**config.mk**
```make
export PLATFORM = sky130hd
export DESIGN_NAME = hazard_scoreboard
export DESIGN_NICKNAME = d
export VERILOG_FILES = /design/src/rtl/hazard_scoreboard.sv
export SDC_FILE = /design/constraint.sdc
export NUM_CORES = 1
export LEC_CHECK = 0
export CAP_MARGIN = 15
export CORE_MARGIN = 2
export CORE_UTILIZATION = 56
export DETAILED_ROUTE_END_ITERATION = 7
export PLACE_DENSITY = 0.95
export SLEW_MARGIN = 20
export SYNTH_ARGS = -nofsm -noshare
export SYNTH_HDL_FRONTEND = slang
export SYNTH_SLANG_ARGS = --single-unit
```
**constraint.sdc**
```tcl
create_clock -name clk -period 8.4 [get_ports clk]
set_clock_uncertainty 0.1 [all_clocks]
set_input_delay 2.1 -clock clk [delete_from_list [all_inputs] [get_ports clk]]
set_output_delay 2.1 -clock clk [all_outputs]
set_load 0.02 [all_outputs]
```
**src/rtl/hazard_scoreboard.sv**
```systemverilog
// Pipeline hazard controller: per-register countdown scoreboard for load/ALU
// latency stalls, branch flush sequencing, sticky halt and a stall-cycle counter.
module hazard_scoreboard #(
  parameter int NREGS    = 16,
  parameter int REG_W    = 4,
  parameter int ALU_LAT  = 0,
  parameter int LOAD_LAT = 1,
  parameter int BR_FLUSH = 1,
  parameter int CNT_W    = 16
) (
  input  logic             clk,
  input  logic             reset,
  input  logic             id_valid,
  input  logic [REG_W-1:0] id_rs1,
  input  logic [REG_W-1:0] id_rs2,
  input  logic             id_rs1_used,
  input  logic             id_rs2_used,
  input  logic [REG_W-1:0] id_rd,
  input  logic             id_wr,
  input  logic             id_is_load,
  input  logic             id_halt,
  input  logic             ex_branch_taken,
  output logic             pc_hold,
  output logic             if_id_hold,
  output logic             if_id_flush,
  output logic             id_ex_bubble,
  output logic             halted,
  output logic [CNT_W-1:0] stall_cycles
);

  localparam int MAX_LAT = (ALU_LAT > LOAD_LAT) ? ALU_LAT : LOAD_LAT;
  localparam int CW      = (MAX_LAT > 0) ? $clog2(MAX_LAT + 1) : 1;
  localparam int FW      = (BR_FLUSH > 1) ? $clog2(BR_FLUSH) : 1;

  typedef enum logic [1:0] {S_RUN, S_FLUSH, S_HALT} state_t;

  state_t            state;
  logic [FW-1:0]     fl_cnt;
  logic [CW-1:0]     cnt [NREGS];
  logic [CNT_W-1:0]  stall_cnt;

  // Padded to the full index space so out-of-range indices read as idle.
  logic [2**REG_W-1:0] busy;
  logic                haz;
  logic                issue;
  logic                stall;
  logic                flushing;
  logic                halt_out;

  always_comb begin
    busy = '0;
    for (int unsigned r = 0; r < NREGS; r++)
      busy[r] = (cnt[r] != '0);
  end

  always_comb begin
    haz      = id_valid & ((id_rs1_used & busy[id_rs1]) | (id_rs2_used & busy[id_rs2]));
    issue    = id_valid & ~haz & (state == S_RUN) & ~ex_branch_taken & ~reset;
    stall    = ~reset & (state == S_RUN) & ~ex_branch_taken & haz;
    flushing = ~reset & ((state == S_FLUSH) | (ex_branch_taken & (state != S_HALT)));
    halt_out = ~reset & (state == S_HALT);
  end

  always_comb begin
    pc_hold      = stall | halt_out;
    if_id_hold   = stall | halt_out;
    if_id_flush  = flushing;
    id_ex_bubble = stall | flushing | halt_out;
    halted       = halt_out;
    stall_cycles = reset ? '0 : stall_cnt;
  end

  always_ff @(posedge clk) begin
    if (reset) begin
      for (int unsigned r = 0; r < NREGS; r++)
        cnt[r] <= '0;
    end else begin
      for (int unsigned r = 0; r < NREGS; r++) begin
        if (issue && id_wr && (id_rd == REG_W'(r)))
          cnt[r] <= id_is_load ? CW'(LOAD_LAT) : CW'(ALU_LAT);
        else if (cnt[r] != '0)
          cnt[r] <= cnt[r] - 1'b1;
      end
    end
  end

  always_ff @(posedge clk) begin
    if (reset)
      stall_cnt <= '0;
    else if (stall && (stall_cnt != '1))
      stall_cnt <= stall_cnt + 1'b1;
  end

  // A taken branch outranks a same-cycle halt: the halt is on the wrong path.
  always_ff @(posedge clk) begin
    if (reset) begin
      state  <= S_RUN;
      fl_cnt <= '0;
    end else if (ex_branch_taken && (state != S_HALT)) begin
      state  <= S_FLUSH;
      fl_cnt <= FW'(BR_FLUSH - 1);
    end else begin
      case (state)
        S_FLUSH: begin
          if (fl_cnt == '0)
            state <= S_RUN;
          else
            fl_cnt <= fl_cnt - 1'b1;
        end
        S_RUN: begin
          if (issue && id_halt)
            state <= S_HALT;
        end
        default: state <= S_HALT;
      endcase
    end
  end

endmodule

```
### Word-level counts from Yosys, hierarchy flattened

Memories as Yosys holds them, arrays and structs flattened.
Cells that the tools add are included.

* word-level logic and storage cells: 283
* RAM bits: 16
* register bits after elaboration: 19
* memories kept: 1
* input port bits: 21

* add/subtract/negate cells: 18
* bitwise gates (word level): 53
* magnitude comparators: 2
* equality and inequality tests: 23
* multiplexer cells: 157
* reduce and logical (&&, ||, !) cells: 25

Memories
* cnt: depth 16, width 1, read ports 16, clocked after Yosys merged registers in 0, wr ports 16, line 39 `logic [CW-1:0] cnt [NREGS];`

Operators with widths (number)
* $mux W1: 151
* $or A1 B1 Y1: 37
* $eq A4 B4 Y1 const B: 8
* $logic_and A1 B1 Y1: 20
* $sub A1 B1 Y1 const B: 17
* $add A16 B1 Y16 const B: 1
* $eq A4 B3 Y1 const B: 4
* $mux W16: 1
* $ne A16 B16 Y1 const B: 1
* $and A1 B1 Y1: 13
* $lt A4 B5 Y1 const B: 2
* $bmux W1 S4: 2
* $eq A4 B2 Y1 const B: 2
* $eq A4 B1 Y1 const B: 1
* $logic_not A4 Y1: 1
* $mux W2: 2
* $ne A2 B2 Y1 const B: 2
* $pmux W2 S2: 1
* $reduce_and A2 Y1: 2
* $ne A3 B1 Y1 const B: 1
* $ne A3 B2 Y1 const B: 1
* $not A1 Y1: 3
* $eq A2 B1 Y1 const B: 1
* $eq A2 B2 Y1 const B: 1
* other kinds (3): 3

### Longest topological paths before layout

Gate-level depths: netlist of the first run.
An unclocked memory read counts as a cell.

* depth in word-level cells: 18
* gate-level depth with buffers: 9

### Worst setup path before layout of the first run

Ideal clock, no wire load.

* path type: in2out
* from: input port id_rs1[1]
* to: output port pc_hold
* buffers on the path: 2
* cell stages on the path: 7
* arrival time: 3972 ps
* slack: 2228 ps
* cell sequence: buf_6 mux4_2 o2111a_2 or4_4 nand2_1 nand2_1 buf_4

* longest elaborated chain between the ends: 7

RTL lines
* start, declared: line 14 `input logic [REG_W-1:0] id_rs1,`
* $bmux W1 S4: line 57 `haz = id_valid & ((id_rs1_used & busy[id_rs1]) | (id_rs2_used & busy[id_rs2]));`
* $mux W1 (not written as such): line 57
* $and A1 B1 Y1: line 57
* $or A1 B1 Y1: line 57
* $and A1 B1 Y1: line 57
* $and A1 B1 Y1: line 59 `stall = ~reset & (state == S_RUN) & ~ex_branch_taken & haz;`
* $or A1 B1 Y1
* end, declared: line 23 `output logic pc_hold,`

Every way passes these cells. The select of a mux whose other input is x is not followed.

### Worst setup path in the final report of the first run

* from: input port id_rs1[1]
* to: output port id_ex_bubble

* longest elaborated chain between the ends: 8

RTL lines
* $bmux W1 S4: line 57
* $mux W1 (not written as such): line 57
* $and A1 B1 Y1: line 57
* $or A1 B1 Y1: line 57
* $and A1 B1 Y1: line 57
* $and A1 B1 Y1: line 59
* $or A1 B1 Y1 (2 in a row): line 68 `id_ex_bubble = stall | flushing | halt_out;`
* end, declared: line 26 `output logic id_ex_bubble,`

Every way passes these cells. The select of a mux whose other input is x is not followed.

==> results of run 1 <==
[Yosys cell counts, types with 5 or more instances]
cell type  count
a21oi_1        6
nand2_1       22
inv_1         11
nor3_1        10
nor4_1        10
nand3_1        8
o22ai_1        6
dfxtp_1       18
nor2b_1       14
clkbuf_1       7
nor2_1        36
mux2i_1        8
edfxtp_1      16
o21ai_0       21
mux2_2         8
or3_1          5
or2_2          6
[layer usage]
metal / GRT usage / up-vias
met2: 0.426 / 131
li1: - / 1015
met1: 0.325 / 1017
met4: 0.120 / 0
met3: 0.0650 / 20
met5: 0 / -
[worst paths after layout]
path / to / depth (start not counted) / start / slack (ps)
worst max-delay path: id_ex_bubble / 7 / id_rs1[1] / 1230
worst min-delay path: state[1] / 2 / state[1] / 410
worst max register to register: cnt[0][7] / 5 / cnt[1][3] / 5460
worst min register to register: state[1] / 2 / state[1] / 410
[cell families after synthesis]
| family | after synthesis |
|---|---|
| compound gates | 43 |
| mux | 24 |
| buf+inv | 24 |
| simple gates | 132 |
| fa+ha+maj | 1 |
| flops | 34 |
[through the flow]
step | power, mW | worst slack (ps)
after floorplan | 0.227 | 2230
after global placement | 0.246 | 1300
after detailed placement | 0.249 | 1230
after CTS | 0.383 | 1230
after global routing | 0.395 | 1120
final | 0.385 | 1230
[worst max-delay path: cells and delay by family]
family,cells,cell delay [ps]
and+or+nand+nor,3,780
AOI/OAI and AO/OA,1,310
muxes,1,550
buffers and inverters,2,1220
[state kept, by name, indices dropped and copies added, names as in the netlist]
name,flops
state,2
cnt,16
stall_cnt,16
[power groups by stage]
stage / combinational, mW / clock, mW / sequential, mW
after floorplan: 0.0404 / 0 / 0.187
after global placement: 0.0572 / 0 / 0.189
after detailed placement: 0.0593 / 0 / 0.190
after CTS: 0.0598 / 0.137 / 0.186
after global routing: 0.0660 / 0.141 / 0.187
final: 0.0608 / 0.137 / 0.187
[cell type report]
cell class / instances / area [um^2]
flip-flops and latches: 34 / 841
well taps: 50 / 62.6
fillers: 300 / 1160
multi-input cells: 200 / 1310
clock buffers: 8 / 101
repair buffers: 43 / 425
inverters: 11 / 41.3
==> metrics.cfg, run 1 <==
[cts]
hold_buffers = 0
numCtsBuffers = 5
post_cts_resized = 0
clkLatencyLatePin_ps = 290
postCtsSetupBuffers = 0
cts_buffer_depth = 2
path_clk_slew_ps = 70
cts_sinks = 34
htree_levels = 2
tritoncts = done
clockRootBuffer = clkbuf_8

[floorplanning]
dieWidth_um = 67.6
fp.dieH_um = 67.6
core_um2 = 3940
die-area_um2 = 4580
initial_utilization = 0.575
num_rows = 23
num_io_pins = 42

[timing]
fin_crit_ps = 7170
fmax_mhz = 140
slew_headroom = 0.423
whs_ps = 412
rsz0062_at_grt = false
hold_viol = 0
setup_viol = 0
tightest_slew_ps = 859
period_share = 0.853
maxSlewViolCount = 0
tns_ps = 0

[job]
maxCapViolations = 0

[synth]
synth.cell_area_um2 = 2270
synth_top_area_cell = edfxtp_1
ys.flop_type = dfxtp_1
synth_top_family_by_area = simple AND/OR/NAND/NOR gates
synth_cell_types = 43
synth_edf_count = 16
yosys_warnings = 0
synth.top_cells.by_area = edfxtp_1, dfxtp_1, nor2_1, o21ai_0, mux2_2
synth-async-reset-ratio = 0
synth.top_cell.area_share = 0.212
synth_nets = 280
ys_seq_area_frac = 0.371
synth_xor_area_frac = 0
synth_mux_area_frac = 0.145
synth-simple-area-share = 0.311
syn_avg_cell_area_um2 = 8.79
synth_compound_area_frac = 0.116
synthCells = 258
synthAdderAreaFrac = 0.00552
ys_ff_latch = 34

[drt]
drt_iter0_drc = 234
wl_per_cell_um = 16.9
num_vias = 2183
routed-wl-met3_um = 518
wl_met2_um = 2850
drcViolationCount = 0
routed_wirelength_um = 5830
wl_met1_um = 2330
highest_layer = met4
ant_nets = 0
first_pass_iters = 5
vias_per_cell = 6.31

[setup_path]
max_stage_delay_ps = 680
worstPathRequired_ps = 6200
cp_max_fo = 6
path_common_cell = clkdlybuf4s50_1
worstPathCellList = clkdlybuf4s50_1 -> mux4_2 -> o2111a_2 -> or4_4 -> nand2_1 -> nand3b_1 -> clkdlybuf4s50_1
path_class = in2out
critPathSlowestCell = clkdlybuf4s50_1
critPathLaunchType = input port
cp.arrival_ps = 4970
cp-end-kind = output port

[power_and_ir_drop]
power_frac_seq = 0.485
power_density_nw_per_um2 = 138
intPower_mw = 0.285
comb_power_share = 0.158
peakVddDrop_v = 0.000119
p_sw_mw = 0.100
p_clk_frac = 0.357
netSwitchingFraction = 0.261
leakage_nw = 0.965

[placement]
placed_cell_area_um2 = 2680
place_hpwl_um = 4170
gp_congestion = 0.843
dp.cells = 338
io_buffer_count = 41

[grt]
grt_first_pass_wirelength_um = 8910
track_usage = 0.262
first_global_vias = 1915
antenna_found_initial = 0
grt_max_degree = 49
grt-ovfl-total = 0

[final_layout]
stdcell_area_um2 = 2780
drive_above_1_share = 0.115
n_antenna_cell = 0
fin_nets = 317
final_util = 0.705
final_common_cell = clkdlybuf4s50_1
fin_cells = 346
mostFrequentLayoutCells = clkdlybuf4s50_1, nor2_1, nand2_1
area_growth_pct = 22.6

[worst_hold_path]
worstHoldPathType = reg2reg

[status]
outcome = finished, final reports clean

(Power assumes the default switching activity.)
==> inputs of run 2 (changes only) <==
--- a/config.mk
+++ b/config.mk
@@ -5,9 +5,11 @@
 export SDC_FILE = /design/constraint.sdc
 export NUM_CORES = 1
 export LEC_CHECK = 0
+export ABC_AREA = 1
 export CAP_MARGIN = 15
 export CORE_MARGIN = 2
-export CORE_UTILIZATION = 56
+export CORE_UTILIZATION = 58
+export CTS_CLUSTER_DIAMETER = 50
 export DETAILED_ROUTE_END_ITERATION = 7
 export PLACE_DENSITY = 0.95
 export SLEW_MARGIN = 20
==> run 2 against run 1 <==
Synthesized cell count is 48% higher; flip-flop and latch count stayed put; wire length is 4.6% higher; fmax is 4.4% higher; worst setup slack better by 300 ps; highest routed layer unchanged.
==> metrics.cfg, run 2 <==
[synth]
ys_ff_latch = 34  ; unchanged
synth_cell_types = 30  ; -30%
synth_commonest_cells = nand2_1, nor2_1, inv_1, nand3_1, nand4_1
synth-async-reset-ratio = 0  ; unchanged
synth_nets = 403  ; +44%
synth.top_cell.area_share = 0.189  ; -0.0225
synth.top_cells.by_area = edfxtp_1, dfxtp_1, nand2_1, nor2_1, nand3_1
yosys_warnings = 0  ; unchanged
ys_seq_area_frac = 0.331  ; -0.0395
synth_top_area_cell = edfxtp_1
synth.most_common_cell = nand2_1
synth_edf_count = 16  ; unchanged
synthCells = 381  ; +48%
synth.cell_area_um2 = 2540  ; +12%
syn_avg_cell_area_um2 = 6.66  ; -24%
ys.flop_type = dfxtp_1

[floorplanning]
die-area_um2 = 4920  ; +7.6%
num_io_pins = 42  ; unchanged
core_um2 = 4290  ; +8.9%
num_rows = 24  ; +4.3%
initial_utilization = 0.591  ; +0.0158
dieWidth_um = 70.2  ; +3.7%
fp.dieH_um = 70.2  ; +3.7%

[placement]
io_buffer_count = 41  ; unchanged
dp.cells = 457  ; +35%
gp_congestion = 0.873  ; +3.5%
place_hpwl_um = 4420  ; +6.1%
pre_cts_ws_ps = 1540  ; +311 ps

[final_layout]
final_util = 0.697  ; -0.00852
filler_cell_count = 344  ; +15%
mostFrequentLayoutCells = nand2_1, nor2_1, inv_1
drive_above_1_share = 0.0751  ; -0.0398
largestRegisters = cnt (16), stall_cnt (16), state (2)
fin_cells = 465  ; +34%
n_antenna_cell = 0  ; unchanged
multiInputGateArea_um2 = 1380  ; +5.0%
area_growth_pct = 17.9
register_area_um2 = 841  ; unchanged
fin_nets = 434  ; +37%
final_common_cell = nand2_1

[cts]
hold_buffers = 0  ; unchanged
clkLatencyLatePin_ps = 290  ; about the same
post_cts_resized = 0  ; unchanged
cts_buffer_depth = 2  ; unchanged
numCtsBuffers = 5  ; unchanged
htree_levels = 2  ; unchanged
tritoncts = done
clockRootBuffer = clkbuf_8
postCtsSetupBuffers = 0  ; unchanged
cts_sinks = 34  ; unchanged
path_clk_slew_ps = 70  ; about the same

[grt]
grtUsageMet1 = 0.320  ; -0.00413
track_usage = 0.255  ; -0.00660
antenna_found_initial = 0  ; unchanged
grt_first_pass_wirelength_um = 10300  ; +16%
first_global_vias = 2428  ; +27%
grt-ovfl-total = 0  ; unchanged
grt.met2_usage = 0.429  ; +0.00210
grt_max_degree = 44  ; -10%
busiest_layer = met2
grt.met3_usage = 0.0447  ; -0.0203

[setup_path]
max_stage_delay_ps = 540  ; -140 ps
critPathSlowestCell = clkdlybuf4s50_1
worstPathCellList = clkdlybuf4s50_1 -> buf_4 -> inv_2 -> nand4_1 -> inv_2 -> nand2_1 -> nand2_1 -> or2_2 -> clkdlybuf4s50_1
cp-end-kind = output port
worstPathRequired_ps = 6200  ; about the same
cp_max_fo = 43  ; +37
cp.arrival_ps = 4670  ; -300 ps
critPathLaunchType = input port
path_class = in2out

[drt]
wl_per_cell_um = 13.1  ; -22%
drcViolationCount = 0  ; unchanged
routed_wirelength_um = 6100  ; +4.6%
ant_nets = 0  ; unchanged
num_vias = 2611  ; +20%
first_pass_iters = 6  ; +1
drt_iter0_drc = 212  ; -9.4%
vias_per_cell = 5.62  ; -11%

[timing]
setup_viol = 0  ; unchanged
slew_headroom = 0.636  ; +0.213
fin_crit_ps = 6870  ; -299 ps
hold_viol = 0  ; unchanged
rsz0062_at_grt = false
tns_ps = 0  ; unchanged
worst_slack_ps = 1530  ; +299 ps
maxSlewViolCount = 0  ; unchanged
fmax_mhz = 146  ; +4.4%
tightest_slew_ps = 545  ; -314 ps
period_share = 0.817  ; -0.0356

[power_and_ir_drop]
peakVddDrop_v = 0.000109  ; -8.3%
leakage_nw = 1.23  ; +27%
power.total_mw = 0.366  ; -5.0%
power_density_nw_per_um2 = 122  ; -12%

[status]
outcome = finished, final reports clean

[job]
maxCapViolations = 0  ; unchanged

[worst_hold_path]
worstHoldPathType = reg2reg

run 2: final cells by class:
class / count / share of cell area
clock buffers: 6 / 0.0242
clock inverters: 2 / 0.00293
well taps: 52 / 0.0217
multi-input cells: 275 / 0.459
repair buffers: 42 / 0.140
inverters: 54 / 0.0711
flip-flops and latches: 34 / 0.281
run 2: path summary, 6_finish.rpt:
kind,from,end,slack [ps],cells after the start
hold reg to reg,stall_cnt[4],stall_cnt[4],390,2
hold / removal,stall_cnt[4],stall_cnt[4],390,2
setup / recovery,reset,id_ex_bubble,1530,9
setup reg to reg,cnt[1][5],cnt[0][4],6330,11
run 2: logic make-up after synthesis:
kind of cell               count (synthesis)  synth area share
DFF                                       34             0.331
buffers and inverters                     72             0.127
adders and majority gates                  1           0.00493
xor gates and xnor gates                  12            0.0414
AOI/OAI and AO/OA                         23            0.0572
and+or+nand+nor                          239             0.438
run 2: metal layers:
| layer | up-vias | part of all wire |
|---|---|---|
| met5 | - | 0 |
| met4 | 0 | 0.026 |
| met3 | 17 | 0.057 |
| met2 | 110 | 0.49 |
| met1 | 1196 | 0.43 |
| li1 | 1288 | - |
run 2: through the flow:
step | instance area (um^2) | hold slack, ps
after global placement | 2910 | 369
after global routing | 2990 | 419
after floorplan | 2540 | 354
final | 2990 | 387
after CTS | 2990 | 389
after detailed placement | 2910 | 379
run 2: worst max-delay path, delay by kind of cell:
kind / cells / cell delay (ps)
simple gates: 4 / 730
buf+inv: 5 / 1830
run 2: report_power, final:
part           total (mW)  switching, mW  internal, mW
combinational      0.0660         0.0416        0.0245
sequential          0.183        0.00370         0.180
clock               0.116         0.0593        0.0569
==> patch, RTL diff (config.mk and constraints of run 1) <==
Change the parameter `CNT_W` from 16 to 24.
--- a/src/rtl/hazard_scoreboard.sv
+++ b/src/rtl/hazard_scoreboard.sv
@@ -8,3 +8,3 @@
   parameter int BR_FLUSH = 1,
-  parameter int CNT_W    = 16
+  parameter int CNT_W    = 24
 ) (
Interface: changed (resized stall_cycles); port bits go from 42 to 50. The function was not compared with the original's and may differ.
==> patch against run 1 <==
Worst hold slack worse by 0.033 ns. Synthesized cell count is 26% higher. Critical endpoint unchanged. Die area is 21% higher. Sequential cell count is 8 higher. Power is 15% higher. Sequential share of layout area is 0.52 points lower. Design area is 21% higher. Global-route usage is 2.0 points higher. Wire length is 26% higher. Critical path depth stayed put. Via count is 24% higher. Setup slack better by 0.15 ns. Synthesized area is 22% higher.
==> patch: results <==
[clock_tree]
insertion_delay_ns = 0.31
cts.sinks = 42

[power]
p_leak_nw = 1.192
peakVddDrop_mv = 0.07674
swShare_pct = 27.42

[global_routing]
grt_max_degree = 64
grt_use_total_pct = 28.14
grt_pass1_wl_mm = 11.92

[finish]
nets = 387
signal_buffers = 51
seq_share_pct = 29.71
nonClkBufAreaFrac_pct = 14.85
clock_area_share_pct = 3.119
multi_input_area_share_pct = 48.61
multi_input_gates = 254
top_regs = stall_cnt: 24 flops, cnt: 16 flops, state: 2 flops
drive_above_1_share_pct = 10.93

[outcome]
status = completed

[synth]
yosys-top-cells-count = nor2_1, dfxtp_1, nand2_1, nor2b_1, mux2_2
netlist_area_mm2 = 0.002770
synthTopCellsByArea = dfxtp_1, edfxtp_1, mux2_2
synth.top_cell.area_share_pct = 18.79
synth_compound_area_share_pct = 10.34

[route]
dr.pass1.iters = 6
drtIter0Drc = 242
wire_per_inst_um = 16.97

[setup_path]
reg2reg_depth = 7
crit_path_start = id_rs2[1]
cp_slowest_stage_delay_ns = 0.71

[place]
post_dp_cell_area_mm2 = 0.003264
port_buffers = 49

[timing]
fin_ws_ns = 1.381
## patch: changes by cell type after synthesis, sizes merged, moves of 7 or more
| cell | run 1 | this run |
|---|---|---|
| a21oi | 6 | 14 |
| dfxtp | 18 | 26 |
| nand3 | 8 | 18 |
| nand4 | 4 | 11 |
| nor2 | 36 | 48 |
| nor2b | 14 | 23 |
| o21ai | 21 | 7 |
| o31ai | 1 | 10 |
## patch: power groups by stage
stage	Sequential [W]	Clock [W]	Combinational, W
floorplan	0.000226	0	0.0000433
global placement	0.000229	0	0.0000625
detailed placement	0.000229	0	0.0000642
CTS	0.000225	0.000153	0.0000648
global route	0.000226	0.000161	0.0000714
finish	0.000225	0.000153	0.0000658
## patch: metal layers
layer	GRT usage, %	up-vias	wire [um]	share of wire (%)
li1	-	1269	-	-
met1	35.53	1287	3010	41
met2	46.83	138	3616	49
met3	5.149	17	562	7.6
met4	13.29	0	159	2.2
met5	0	-	0	0
